`src/rtl/serial_word_collector.sv`:
```
// serial_word_collector
//   Assembles an N-bit word from a framed serial bit stream and hands it to
//   the difference-counter stage over a valid/ready handshake. A shift
//   register collects the frame in progress while a separate holding
//   register (word_out) keeps the previous word until it is consumed.
//
//   Parameters
//     N          data bits per frame (2..16)
//     LSB_FIRST  1: first received bit -> word_out[0]; 0: -> word_out[N-1]
//
//   Optional feature (macro PARITY_CHECK_EN)
//     When defined, one even-parity bit follows the N data bits and par_err
//     is loaded together with word_out. When undefined, par_err is tied to 0.
//
//   Ports
//     clk, rst_n            clock, synchronous active-low reset
//     bit_in, bit_valid     serial bit and its qualifier
//     frame_start           marks a valid bit as bit 0 of a new frame
//     word_out, word_valid  assembled word / holds an unconsumed word
//     word_ready            consumer accepts when word_valid && word_ready
//     busy                  a frame is in progress
//     overrun, clr_ovr      sticky dropped-word flag and its clear
//     par_err               parity error for the word in word_out
module serial_word_collector #(
  parameter int N         = 8,
  parameter bit LSB_FIRST = 1'b1
) (
  input  logic         clk,
  input  logic         rst_n,
  input  logic         bit_in,
  input  logic         bit_valid,
  input  logic         frame_start,
  output logic [N-1:0] word_out,
  output logic         word_valid,
  input  logic         word_ready,
  output logic         busy,
  output logic         overrun,
  input  logic         clr_ovr,
  output logic         par_err
);

  localparam int CW = $clog2(N + 1);

  typedef enum logic [1:0] {
    IDLE   = 2'd0,
`ifdef PARITY_CHECK_EN
    PARITY = 2'd2,
`endif
    SHIFT  = 2'd1
  } state_t;

  state_t         state, state_nxt;
  logic [CW-1:0]  cnt;
  logic [N-1:0]   sreg, sreg_ins, mask, word_nxt;
  logic           start, dbit, done, load;
  logic [CW-1:0]  pos;

  // A frame_start bit restarts the frame from any state.
  assign start = bit_valid && frame_start;

  // Data bit accepted into the shift register this cycle.
  assign dbit  = start || (state == SHIFT && bit_valid);

  // Position of the incoming bit; a restart always writes position 0.
  assign pos   = start ? '0 : cnt;

  // One-hot write mask keeps the index arithmetic width-clean.
  assign mask  = LSB_FIRST ? ({{(N-1){1'b0}}, 1'b1} << pos)
                           : ({1'b1, {(N-1){1'b0}}} >> pos);

  always_comb begin
    sreg_ins = start ? '0 : sreg;
    sreg_ins = (sreg_ins & ~mask) | ({N{bit_in}} & mask);
  end

`ifdef PARITY_CHECK_EN
  logic perr;
  // Completion is the parity bit; the data is already in sreg.
  assign done     = (state == PARITY) && bit_valid && !frame_start;
  assign word_nxt = sreg;
  assign perr     = (^sreg) ^ bit_in;
`else
  assign done     = (state == SHIFT) && bit_valid && !frame_start &&
                    (cnt == CW'(N - 1));
  assign word_nxt = sreg_ins;
`endif

  // A completed word only replaces word_out when the slot is free or
  // being emptied on this same edge; otherwise it is dropped.
  assign load = done && (!word_valid || word_ready);

  // State register
  always_ff @(posedge clk) begin
    if (!rst_n) state <= IDLE;
    else        state <= state_nxt;
  end

  // Next-state logic
  always_comb begin
    state_nxt = state;
    case (state)
      IDLE:   if (start) state_nxt = SHIFT;
      SHIFT: begin
        if (start) state_nxt = SHIFT;
        else if (bit_valid && cnt == CW'(N - 1))
`ifdef PARITY_CHECK_EN
          state_nxt = PARITY;
`else
          state_nxt = IDLE;
`endif
      end
`ifdef PARITY_CHECK_EN
      PARITY: begin
        if (start)          state_nxt = SHIFT;
        else if (bit_valid) state_nxt = IDLE;
      end
`endif
      default: state_nxt = IDLE;
    endcase
  end

  // Output logic
  always_comb begin
    busy = (state != IDLE);
  end

  // Frame datapath
  always_ff @(posedge clk) begin
    if (!rst_n) begin
      cnt  <= '0;
      sreg <= '0;
    end else if (dbit) begin
      cnt  <= start ? CW'(1) : cnt + CW'(1);
      sreg <= sreg_ins;
    end
  end

  // Holding register, handshake and overrun
  always_ff @(posedge clk) begin
    if (!rst_n) begin
      word_out   <= '0;
      word_valid <= 1'b0;
      overrun    <= 1'b0;
    end else begin
      if (load) begin
        word_out   <= word_nxt;
        word_valid <= 1'b1;
      end else if (word_valid && word_ready) begin
        word_valid <= 1'b0;
      end
      // Set wins over a simultaneous clear.
      if (done && !load) overrun <= 1'b1;
      else if (clr_ovr)  overrun <= 1'b0;
    end
  end

`ifdef PARITY_CHECK_EN
  always_ff @(posedge clk) begin
    if (!rst_n)    par_err <= 1'b0;
    else if (load) par_err <= perr;
  end
`else
  assign par_err = 1'b0;
`endif

endmodule
```
`config.mk`:
```
export PLATFORM = sky130hd
export DESIGN_NAME = serial_word_collector
export DESIGN_NICKNAME = d
export VERILOG_FILES = /design/src/rtl/serial_word_collector.sv
export SDC_FILE = /design/constraint.sdc
export NUM_CORES = 1
export LEC_CHECK = 0
export CAP_MARGIN = 10
export CELL_PAD_IN_SITES_DETAIL_PLACEMENT = 1
export CELL_PAD_IN_SITES_GLOBAL_PLACEMENT = 2
export CORE_MARGIN = 1
export CORE_UTILIZATION = 35
export DETAILED_ROUTE_END_ITERATION = 12
export DONT_BUFFER_PORTS = 1
export PLACE_DENSITY = 0.76
export SLEW_MARGIN = 20
export SYNTH_ARGS = -nofsm -noshare
export SYNTH_HDL_FRONTEND = slang
export SYNTH_SLANG_ARGS = --single-unit
```
`constraint.sdc`:
```
create_clock -name clk -period 1.5 [get_ports clk]
set_input_delay 0.15 -clock clk [delete_from_list [all_inputs] [get_ports clk]]
set_output_delay 0.15 -clock clk [all_outputs]
set_load 0.02 [all_outputs]
```
==> flow_summary_export.csv, run 1 <==
group,metric,value,unit
yosys,synth.largest_area_cell,"dfxtp_1",
power_and_ir_drop,p_per_area,792,nW/um2
finish,nFillCells,364,
worst_setup_path,endpoint_kind,"register",
drt,drt_drc_violations_left,0,
die,io_pins,19,
placed_design,postPlaceCellArea,1220,um2
placed_design,dp_slack,-43.8,ps
global_route,grt_pass1_wl,4.84,mm
global_route,grt_overflow,0,
drt,drtPass1Iterations,4,
yosys,yosysWarnings,0,
die,die_h,60.0,um
timing,finalHoldViolations,0,
global_route,grt_pass1_vias,972,
worst_setup_path,crit_required,1750,ps
finish,area_growth,8.51,%
clock_network,cts-root-buf,"clkbuf_4",
finish,num_antenna_cells,0,
worst_setup_path,cpPeakStageDelay,370,ps
global_route,grt_max_degree,14,
clock_network,htree_levels,1,
die,core_area,3130,um2
yosys,synth_seq_area_share,0.391,
finish,seq_area,462,um2
clock_network,clk_latency,320,ps
power_and_ir_drop,leakage,0.416,nW
timing,fmax,707,MHz
clock_network,tritoncts,"built",
global_route,globalRouteMet3Util,0.0325,
finish,fin_cells,165,
power_and_ir_drop,power.total,1.01,mW
yosys,synth-edff-count,0,
drt,avgRoutedWirePerCell,17.5,um
drt,drt.antenna.violating_nets,0,
drt,initialDrtViolationCount,47,
yosys,synth-seq-cells,23,
worst_setup_path,path_max_fanout,11,
drt,drt_wl_total,2.89,mm
run,cap_violations,0,
timing,finalCriticalPeriod,1420,ps
worst_setup_path,crit_start,"cnt[0]",
timing,rsz0062_at_grt,"no",
global_route,antenna_found_initial,0,
timing,setup_viol,0,
yosys,synthCells,117,
finish,postLayoutCellArea,1280,um2
yosys,synth_ff_type,"dfxtp_1",
placed_design,hpwl,2.03,mm
finish,multi_input_area,624,um2
timing,fin_tns_setup,0,ps
drt,vias,924,
yosys,synthesis.nets,125,
timing,skew,1.88,ps
worst_setup_path,r2r_start,"cnt[0]",
drt,viasPerCell,5.60,
hold_path,hp-class,"in2reg",
global_route,grt_use_met1,0.241,
die,initial_core_util,0.376,
yosys,syn_area,1180,um2
timing,period_share,0.943,
timing,worst_slack,84.9,ps
die,num_rows,20,
global_route,top_usage_layer,"met2",
worst_setup_path,crit_path_start_kind,"register",
placed_design,gp_congestion,0.774,
global_route,groute.usage.overall,0.187,
die,die-area,3600,um2
worst_setup_path,criticalPathCategory,"reg2reg",
power_and_ir_drop,vdd_ir_drop_max,0.000291,V
yosys,synth_top_cell_area_share,0.391,
hold_path,worstHoldStart,"word_ready",
yosys,yosys-top-cells-area,"dfxtp_1 39%, a211oi_2 8.5%, mux2i_1 6.0%, a31oi_1 4.8%, o21ai_0 4.3%",
yosys,syn_area_per_cell,10.1,um2
timing,final_max_slew_viol_count,0,
worst_setup_path,crit_slowest_cell,"dfxtp_1",
timing,hold_ws,1.27,ps
clock_network,cts_buffers,3,
global_route,use_met2,0.294,
worst_setup_path,worstPathArrival,1660,ps
clock_network,clock_sinks,23,
clock_network,cts.clk_slew.worst_paths,130,ps
finish,final_nets,130,
placed_design,io_buffers,0,
yosys,synth.distinct_cells,35,
yosys,async_reset_ff_frac,0,
clock_network,clk_path_buf_depth,2,
placed_design,numPlacedInstances,158,
finish,drive_above_1_share,0.281,
worst_setup_path,crit_chain,"ha_1 -> and4b_1 -> buf_4 -> a31oi_1 -> a211oi_2",
finish,final_core_utilization,0.408,
status,outcome,"completed",
die,die_w,60.0,um
[final timing paths]
| check | to | cells after the start | slack, ps |
|---|---|---|---|
| worst max-delay path | word_out[3] | 5 | 80 |
| worst max register to register | word_out[3] | 5 | 80 |
| worst min register to register | sreg[7] | 2 | 490 |
| worst min-delay path | overrun | 2 | 1 |
[logic make-up (layout without fill, tap and decap cells)]
group | after synthesis | in the layout | share of synthesized area
adder cells (fa/ha/maj) | 1 | 1 | 0.0106
flip-flops | 23 | 23 | 0.391
other | 1 | 1 | 0.00319
AND/OR/NAND/NOR | 34 | 34 | 0.220
buffers and inverters | 14 | 18 | 0.0787
multiplexers | 8 | 8 | 0.0692
AO/OA/AOI/OAI | 36 | 36 | 0.227
[state kept, by name, indices dropped and copies added (netlist names)]
signal / flops
word_valid: 1
overrun: 1
cnt: 4
sreg: 8
word_out: 8
state: 1
[layout by cell type (no fill, tap or decap)]
master,Yosys,routed
dfxtp_1,23,22
o21ai_0,10,10
buf_4,4,10
a31oi_1,9,9
a211oi_2,8,8
mux2i_1,7,7
nand3_1,7,7
nor2_1,4,4
a21oi_1,4,4
and4bb_2,3,3
nand2_1,3,3
nand4b_1,3,3
nor4b_2,3,3
clkbuf_4,0,3
dlygate4sd3_1,0,3
nand2b_1,2,2
inv_1,1,1
o21ai_2,1,1
and3b_2,1,1
mux2_2,1,1
and4_1,1,1
nor4b_1,1,1
a32o_1,1,1
nor2b_1,1,1
and4b_1,1,1
and3_2,0,1
o21a_1,1,1
and2_4,1,1
nor4_1,1,1
or3b_4,1,1
o22ai_1,1,1
a22oi_1,1,1
ha_1,1,1
conb_1,1,1
clkbuf_1,4,1
dfxtp_2,0,1
[cell usage after synthesis, types with 2 or more instances]
cell	instances
buf_2	2
buf_6	3
nand3_1	7
nor2_1	4
a211oi_2	8
o21ai_0	10
mux2i_1	7
a21oi_1	4
dfxtp_1	23
and4bb_2	3
nor4b_2	3
nand4b_1	3
nand2b_1	2
nand2_1	3
a31oi_1	9
clkbuf_1	4
buf_4	4
[what timing repair did]
item                                    CTS  global route
hold buffers                              3             0
endpoints found under the hold margin    10             0
resized for setup                         1             1
endpoints found under the setup margin    8             9
setup buffers                             0             0
pin swaps                                 0             0
[cell type report]
class | count | area share
clock buffers | 4 | 0.0206
inverters | 1 | 0.00294
multi-input cells | 80 | 0.489
flip-flops and latches | 23 | 0.362
well taps | 44 | 0.0431
repair buffers | 13 | 0.0824
[critical path: cells and delay by family (launching register included)]
family	cells	cell delay [ps]
AOI/OAI and AO/OA	2	340
adders and majority gates	1	200
buffers and inverters	1	190
DFF	1	370
and+or+nand+nor	1	240
[layer usage]
metal / share of wire / vias to the layer above
met5: 0 / -
met4: 0.019 / 0
met3: 0.038 / 5
met2: 0.48 / 19
met1: 0.47 / 450
li1: - / 450
[power breakdown]
part | total, mW | internal (mW) | switching, mW
combinational | 0.0830 | 0.0362 | 0.0469
sequential | 0.623 | 0.617 | 0.00582
clock | 0.305 | 0.104 | 0.201
total | 1.01 | 0.758 | 0.253
(Power assumes the default switching activity.)
==> run 2, diff against run 1 <==
--- a/config.mk
+++ b/config.mk
@@ -12,7 +12,7 @@
 export CORE_UTILIZATION = 35
 export DETAILED_ROUTE_END_ITERATION = 12
 export DONT_BUFFER_PORTS = 1
-export PLACE_DENSITY = 0.76
+export PLACE_DENSITY = 0.79
 export SLEW_MARGIN = 20
 export SYNTH_ARGS = -nofsm -noshare
 export SYNTH_HDL_FRONTEND = slang
==> run 2 against run 1 <==
Against the previous run:
- worst setup slack improved by 6.4 ps
- die area unchanged
- largest power group unchanged
- first-iteration DRC count decreased by 19%
- combinational power increased by 2%
- critical endpoint is now word_out[6]
- final cell count decreased by 0.61%
- sequential power about the same
- clock power about the same
- total power increased by 0.16%
- clock-buffer cell count decreased by 1
==> flow_summary_export.csv, run 2 (synthesis gave the netlist of run 1 again) <==
group,metric,value,unit
die,die-area,3600,um2
worst_setup_path,r2r_start,"cnt[0]",
drt,avgRoutedWirePerCell,17.2,um
timing,setup_viol,0,
die,core_area,3130,um2
drt,drt.antenna.violating_nets,0,
worst_setup_path,crit_required,1750,ps
power_and_ir_drop,vdd_ir_drop_max,0.000328,V
timing,final_max_slew_viol_count,0,
timing,hold_ws,17.7,ps
drt,viasPerCell,5.60,
worst_setup_path,endpoint_kind,"register",
finish,reg.largest.list,"sreg x8, word_out x8, cnt x4",
global_route,groute.usage.overall,0.183,
global_route,globalRouteMet3Util,0.0368,
drt,drt_drc_violations_left,0,
timing,fmax,710,MHz
power_and_ir_drop,p_per_area,796,nW/um2
worst_setup_path,rr_worst_depth,4,
finish,drive_above_1_share,0.283,
finish,area_growth,8.19,%
clock_network,clk_path_buf_depth,2,
finish,final_cell_mix,"22 x dfxtp_1, 10 x o21ai_0, 9 x a31oi_1, 9 x buf_4, 8 x a211oi_2",
hold_path,min_to,"overrun",
placed_design,hpwl,2.06,mm
power_and_ir_drop,leakage,0.410,nW
run,cap_violations,0,
worst_setup_path,worstPathArrival,1660,ps
clock_network,tritoncts,"built",
worst_setup_path,r2r-end,"word_out[6]",
die,initial_core_util,0.376,
drt,initialDrtViolationCount,38,
power_and_ir_drop,netSwitchingPower,0.257,mW
clock_network,cts-root-buf,"clkbuf_4",
timing,skew,12.0,ps
global_route,grt_pass1_wl,4.75,mm
clock_network,cts.clk_slew.worst_paths,140,ps
clock_network,clk_latency,320,ps
die,die_h,60.0,um
global_route,antenna_found_initial,0,
timing,finalCriticalPeriod,1410,ps
status,outcome,"completed",
worst_setup_path,path_max_fanout,8,
placed_design,io_buffers,0,
global_route,top_usage_layer,"met2",
global_route,grt_pass1_vias,957,
power_and_ir_drop,share_comb_of_total_power,0.084,
finish,final_nets,129,
global_route,grt_max_degree,15,
placed_design,gp_congestion,0.747,
timing,finalHoldViolations,0,
drt,drtPass1Iterations,4,
drt,drt_wl_total,2.83,mm
die,num_rows,20,
power_and_ir_drop,swShare,0.254,
die,io_pins,19,
worst_setup_path,crit_path_start_kind,"register",
hold_path,hp-class,"in2reg",
power_and_ir_drop,p_int,0.756,mW
worst_setup_path,criticalPathCategory,"reg2reg",
clock_network,cts_buffers,3,
global_route,grt_use_met1,0.236,
drt,vias,918,
hold_path,worstHoldStart,"word_ready",
global_route,use_met2,0.303,
clock_network,htree_levels,1,
finish,num_antenna_cells,0,
global_route,grt_overflow,0,
timing,rsz0062_at_grt,"no",
hold_path,holdPathStages,2,
power_and_ir_drop,pwr-share-seq,0.613,
die,die_w,60.0,um
power_and_ir_drop,power.total,1.01,mW
timing,period_share,0.939,
finish,final_common_cell,"dfxtp_1",
clock_network,clock_sinks,23,
worst_setup_path,rrSetupSlack,90,ps
power_and_ir_drop,p_clk_frac,0.303,
run 2: changes by cell type in the layout (fill, tap and decap cells not counted), sizes merged:
cell | previous run | this run
buf | 10 | 9
clkbuf | 4 | 3
clkinvlp | 0 | 1
run 2: metal layers:
| layer | wire length [um] | part of all wire | vias up |
|---|---|---|---|
| met5 | 0 | 0 | - |
| met4 | 19 | 0.0067 | 0 |
| met3 | 117 | 0.041 | 2 |
| met2 | 1350 | 0.48 | 18 |
| met1 | 1330 | 0.47 | 453 |
| li1 | - | - | 445 |
run 2: area by class of cell:
| cell class | count | area, um2 |
|---|---|---|
| repair buffers | 12 | 97.6 |
| clock buffers | 3 | 22.5 |
| inverters | 1 | 3.75 |
| clock inverters | 1 | 7.51 |
| multi-input cells | 80 | 624 |
| well taps | 44 | 55.1 |
| fillers | 360 | 1860 |
| flip-flops and latches | 23 | 462 |
run 2: through the flow:
stage               setup TNS (ps)  worst slack (ps)  cell area [um2]  std cells   util
detailed placement          -0.944            -0.944             1210        157  0.387
global placement                 0              53.5             1210        157  0.387
global route                     0             0.672             1270        164  0.407
CTS                              0              28.8             1260        163  0.403
floorplan                        0               209             1180        117      -
finish                           0              91.3             1270        164  0.407
run 2: power groups by stage:
stage / clock network (mW) / logic [mW] / registers, mW
after floorplan: 0 / 0.0627 / 0.638
after CTS: 0.323 / 0.0827 / 0.621
final: 0.307 / 0.0846 / 0.621
after detailed placement: 0 / 0.0750 / 0.634
after global routing: 0.344 / 0.0912 / 0.622
after global placement: 0 / 0.0717 / 0.634
run 2: worst max-delay path by stage:
stage,from,slack [ps],cells past startpoint,to
after global routing,cnt[1],0.7,5,word_out[0]
after floorplan,state[0],210,4,word_out[4]
after CTS,cnt[2],30,3,word_out[4]
after global placement,cnt[0],50,4,word_out[5]
final,cnt[0],90,4,word_out[6]
after detailed placement,cnt[2],-0.9,3,word_out[6]
run 2: critical path: stages, from the launching register on:
cell and delay (ps):
dfxtp_1 340, ha_1 230, and4b_1 220, and3_2 310, a211oi_2 250
run 2: repair_timing:
item / CTS / global route
endpoints found under the setup margin: 8 / 11
hold buffers: 2 / 1
endpoints found under the hold margin: 10 / 1
resized for setup: 1 / 1
pin swaps: 0 / 0
buffers inserted: 0 / 0
==> run 3, diff against run 2 <==
--- a/config.mk
+++ b/config.mk
@@ -8,7 +8,7 @@
 export CAP_MARGIN = 10
 export CELL_PAD_IN_SITES_DETAIL_PLACEMENT = 1
 export CELL_PAD_IN_SITES_GLOBAL_PLACEMENT = 2
-export CORE_MARGIN = 1
+export CORE_MARGIN = 10
 export CORE_UTILIZATION = 35
 export DETAILED_ROUTE_END_ITERATION = 12
 export DONT_BUFFER_PORTS = 1
==> constraint.sdc (replaced) <==
create_clock -name clk -period 1.53 [get_ports clk]
set_input_delay 0.153 -clock clk [delete_from_list [all_inputs] [get_ports clk]]
set_output_delay 0.153 -clock clk [all_outputs]
set_load 0.02 [all_outputs]
==> run 3 against run 2 <==
Against the previous run:
- total power fell by 3.9%
- via count fell by 1.6%
- sequential cell count did not move
- die area rose by 69%
- critical path type unchanged
- largest cell class unchanged
- highest routed layer unchanged
==> flow_summary_export.csv, run 3 (synthesis gave the netlist of run 1 again) <==
group,metric,value,unit
status,outcome,"completed",
clock_network,cts_buffers,3,
finish,drive_above_1_share,0.275,
hold_path,worstHoldStart,"frame_start",
drt,avgRoutedWirePerCell,17.5,um
clock_network,cts-root-buf,"clkbuf_4",
timing,final_max_slew_viol_count,0,
worst_setup_path,crit_path_start_kind,"register",
drt,vias,903,
timing,finalCriticalPeriod,1420,ps
power_and_ir_drop,leakage,0.411,nW
clock_network,postCtsSetupRepairBufs,0,
power_and_ir_drop,p_int,0.742,mW
die,num_rows,20,
power_and_ir_drop,pwr-share-seq,0.626,
power_and_ir_drop,netSwitchingPower,0.231,mW
placed_design,numPlacedInstances,156,
power_and_ir_drop,swShare,0.238,
placed_design,postPlaceCellArea,1200,um2
finish,nFillCells,361,
global_route,grt_overflow,0,
worst_setup_path,crit_chain,"buf_4 -> nor4b_2 -> mux2i_1 -> o21ai_0",
worst_setup_path,criticalPathCategory,"reg2reg",
worst_setup_path,r2r_start,"cnt[1]",
worst_setup_path,path_max_fanout,10,
drt,drt_wl_total,2.88,mm
finish,seq_area,463,um2
worst_setup_path,crit_required,1730,ps
placed_design,hpwl,2.11,mm
worst_setup_path,cpPeakStageDelay,350,ps
die,die_h,78.0,um
run,cap_violations,0,
die,die_w,78.0,um
worst_setup_path,rrSetupSlack,110,ps
drt,drtPass1Iterations,4,
drt,viasPerCell,5.51,
clock_network,htree_levels,1,
hold_path,holdPathStages,2,
timing,period_share,0.926,
worst_setup_path,worstPathArrival,1620,ps
worst_setup_path,r2r-end,"sreg[4]",
worst_setup_path,rr_worst_depth,4,
finish,final_cell_mix,"21 x dfxtp_1, 10 x o21ai_0, 9 x a31oi_1, 8 x a211oi_2, 8 x buf_4",
global_route,antenna_found_initial,0,
drt,initialDrtViolationCount,42,
clock_network,cts.clk_slew.worst_paths,130,ps
global_route,grt_pass1_vias,917,
global_route,grt_pass1_wl,4.88,mm
timing,finalHoldViolations,0,
timing,fin_tns_setup,0,ps
die,core_area,3130,um2
worst_setup_path,crit_slowest_cell,"mux2i_1",
clock_network,clk_latency,320,ps
timing,setup_viol,0,
drt,drt_drc_violations_left,0,
placed_design,io_buffers,0,
drt,drt.antenna.violating_nets,0,
power_and_ir_drop,share_comb_of_total_power,0.082,
timing,rsz0062_at_grt,"no",
finish,fin_cells,164,
placed_design,gp_congestion,0.815,
clock_network,tritoncts,"built",
finish,final_nets,129,
finish,final_common_cell,"dfxtp_1",
timing,fmax,705,MHz
finish,area_growth,8.19,%
worst_setup_path,crit_start,"cnt[1]",
timing,skew,10.3,ps
hold_path,min_to,"sreg[0]",
global_route,groute.usage.overall,0.0967,
finish,reg.largest.list,"sreg x8, word_out x8, cnt x4",
global_route,grt_max_degree,15,
hold_path,hp-class,"in2reg",
power_and_ir_drop,p_per_area,765,nW/um2
power_and_ir_drop,vdd_ir_drop_max,0.000336,V
die,initial_core_util,0.376,
power_and_ir_drop,p_clk_frac,0.292,
clock_network,clk_path_buf_depth,2,
finish,multi_input_area,624,um2
finish,postLayoutCellArea,1270,um2
die,die-area,6080,um2
clock_network,clock_sinks,23,
die,io_pins,19,
finish,num_antenna_cells,0,
worst_setup_path,endpoint_kind,"register",
run 3: changes by cell type in the layout (fill, tap and decap cells not counted), sizes merged:
cell         change
buf              -1
clkbuf           +1
clkinvlp         -1
dlygate4sd3      +1
run 3: power by group through the flow:
stage | sequential [mW] | clock, mW | combinational (mW)
finish | 0.609 | 0.284 | 0.0797
global route | 0.611 | 0.327 | 0.0872
CTS | 0.610 | 0.301 | 0.0780
detailed placement | 0.623 | 0 | 0.0686
global placement | 0.623 | 0 | 0.0668
floorplan | 0.625 | 0 | 0.0615
run 3: metrics by stage:
stage,power (mW),utilization,setup WS [ps],hold WS (ps)
6_report,0.973,0.407,112,50.4
5_1_grt,1.03,0.407,50.7,33.2
2_1_floorplan,0.687,-,239,327
4_1_cts,0.989,0.403,24.5,1.90
3_3_place_gp,0.690,0.384,103,297
3_5_place_dp,0.692,0.384,51.5,307
run 3: how the worst max path moves through the flow:
stage	to	slack [ps]	depth (start not counted)
floorplan	word_out[4]	240	4
global placement	word_out[4]	100	3
detailed placement	sreg[4]	50	3
CTS	sreg[4]	20	3
global route	word_out[0]	50	5
finish	sreg[4]	110	4
run 3: per-layer routing:
metal	wire, um	track usage	vias to the layer above
met5	0	0	-
met4	49	0.0466	0
met3	217	0.0346	5
met2	1320	0.151	18
met1	1290	0.115	435
li1	-	-	445
run 3: cell type report:
type                       instances  share of cell area
timing repair buffer              12              0.0787
multi-input combinational         80               0.491
tap                               44              0.0433
clock buffer                       4              0.0206
inverter                           1             0.00295
sequential                        23               0.364
run 3: repair_timing:
item                       CTS  global route
hold buffers                 3             1
hold endpoints to repair    10             1
gates resized for setup      1             2
setup endpoints to repair    1             3
run 3: critical path, delay by kind of cell, from the launching register on:
kind,cells,cell delay (ps)
flip-flops,1,340
AND/OR/NAND/NOR,1,320
AO/OA/AOI/OAI,1,120
buffers and inverters,1,170
multiplexers,1,350
==> variant (config.mk and constraints of run 2) <==
The parameter `LSB_FIRST` goes from 1'b1 to 1'b0.
--- a/src/rtl/serial_word_collector.sv
+++ b/src/rtl/serial_word_collector.sv
@@ -25,3 +25,3 @@
   parameter int N         = 8,
-  parameter bit LSB_FIRST = 1'b1
+  parameter bit LSB_FIRST = 1'b0
 ) (
Behaviour: not the same (a bounded check fails within 10 cycles, from zero or initial values and one cycle with rst_n low).
==> variant against run 2 <==
Critical path type unchanged. Area after synthesis grew 0.53%. Final area grew 3.0%. Worst setup slack gained 0.017 ns. Wire length grew 6.4%. Sequential cell count is the same. Critical path depth is the same. Power grew 0.87%. Critical endpoint is now sreg[7]. Global-route usage grew 0.24 points.
==> variant: results (changes against run 2) <==
- Status: finished, final reports clean
- Met3 wire len: 103 um (-12%)
- Number of global-route vias before repair: 1,024 (+7.0%)
- Worst path top cell family by delay: simple AND/OR/NAND/NOR gates
- Worst skew pair latency: 0.31 ns
- Clk_skew: 0.004540 ns (-0.007447 ns)
- CP max-delay cell: or4_4
- GR Util met3: 3.896% (+0.22 points)
- Req. time, crit path: 1.75 ns (about the same)
- Sequential area share after synthesis: 38.94% (-0.21 points)
- Worst-path clk slew: 0.14 ns (about the same)
- Max layer used: met4
- Synth unique cells: 40 (+14%)
- Total GRT Usage: 18.52% (+0.24 points)
- Min Hold Slack: 0.01840 ns (+0.0007060 ns)
- Met1 Resource Use GR: 23.08% (-0.53 points)
- Met2 routed WL: 1.428 mm (+5.5%)
- Crit path largest cell delay: 0.43 ns (+0.09 ns)
- First-pass GRT wire length: 4.933 mm (+3.9%)
- Initial detailed-routing violation count: 33 (-13%)
- PostCTS Resize Cnt: 0 (-1)
- Via density per instance: 5.669 (+1.3%)
- Layout Cells excl Fill: 178 (+8.5%)
- Crit Path Class: reg2reg
- Largest net degree at the start of global routing: 20 (+5)
- Synth area leaders: dfxtp_1 39%, a21oi_1 5.1%, mux2i_1 5.1%
- Post-route met1 wirelength: 1.453 mm (+9.0%)
- Static leakage: 0.4450 nW (+8.6%)
- Worst slack at placement: 0.09099 ns (+0.09193 ns)
- Crit-path max FO: 19 (+11)
- Nets: 143 (+11%)
- R2R setup slack: 0.11 ns (+0.02 ns)
- Max VDD drop: 0.0002804 V (-14%)
- GR Util met2: 31.40% (+1.1 points)
- Post-synthesis instance total: 131 (+12%)
- Total CTS buffers: 3 (unchanged)
- R2R Path End: sreg[7]
- Layout fillers: 370 (+2.8%)
- Placed Cells: 170 (+8.3%)
- HP Start: word_ready
- Post-Route WL: 3.006 mm (+6.4%)
- Router iterations before antenna repair: 3 (-1)
- Gp weighted congestion: 0.6979 (-6.5%)
- Internal: 0.7579 mW (+0.25%)
- Clk. pwr: 0.300 mW (-2%)
- Post-CTS Hold Buffers: 4 (+2)
- Top cells by count, synth: 23 x dfxtp_1, 12 x a21oi_1, 8 x buf_2
- Share of cells above drive strength 1: 14.93% (-13 points)
- Hold Path Class: in2reg
- Flop pwr share: 60.8% (-0.5 points)
- Dpl hpwl: 2.195 mm (+6.6%)
- Top FF cell, synth: dfxtp_1
==> variant: cell types whose count changed after synthesis, moves of 3 or more <==
| cell | run 2 | this run |
|---|---|---|
| o31ai_1 | 0 | 3 |
| a211oi_2 | 8 | 0 |
| buf_2 | 2 | 8 |
| nand2_1 | 3 | 7 |
| o21ai_0 | 10 | 7 |
| a211oi_1 | 0 | 7 |
| a21oi_1 | 4 | 12 |
==> variant: kinds of logic after synthesis <==
family,share of synthesized area (%)
simple gates,22.96
fa+ha+maj,1.058
compound gates,23.49
other cells,0.3172
mux,6.032
buf+inv,7.196
flops,38.94
==> variant: final cells by class <==
class	instances	area [um2]	area share [%]
Tap cell	44	55.05	4.202
Sequential cell	23	461.7	35.24
Timing Repair Buffer	13	120.1	9.169
Clock inverter	1	5.005	0.3820
Multi-Input combinational cell	92	638.1	48.71
Inverter	2	7.507	0.5731
Clock buffer	3	22.52	1.719
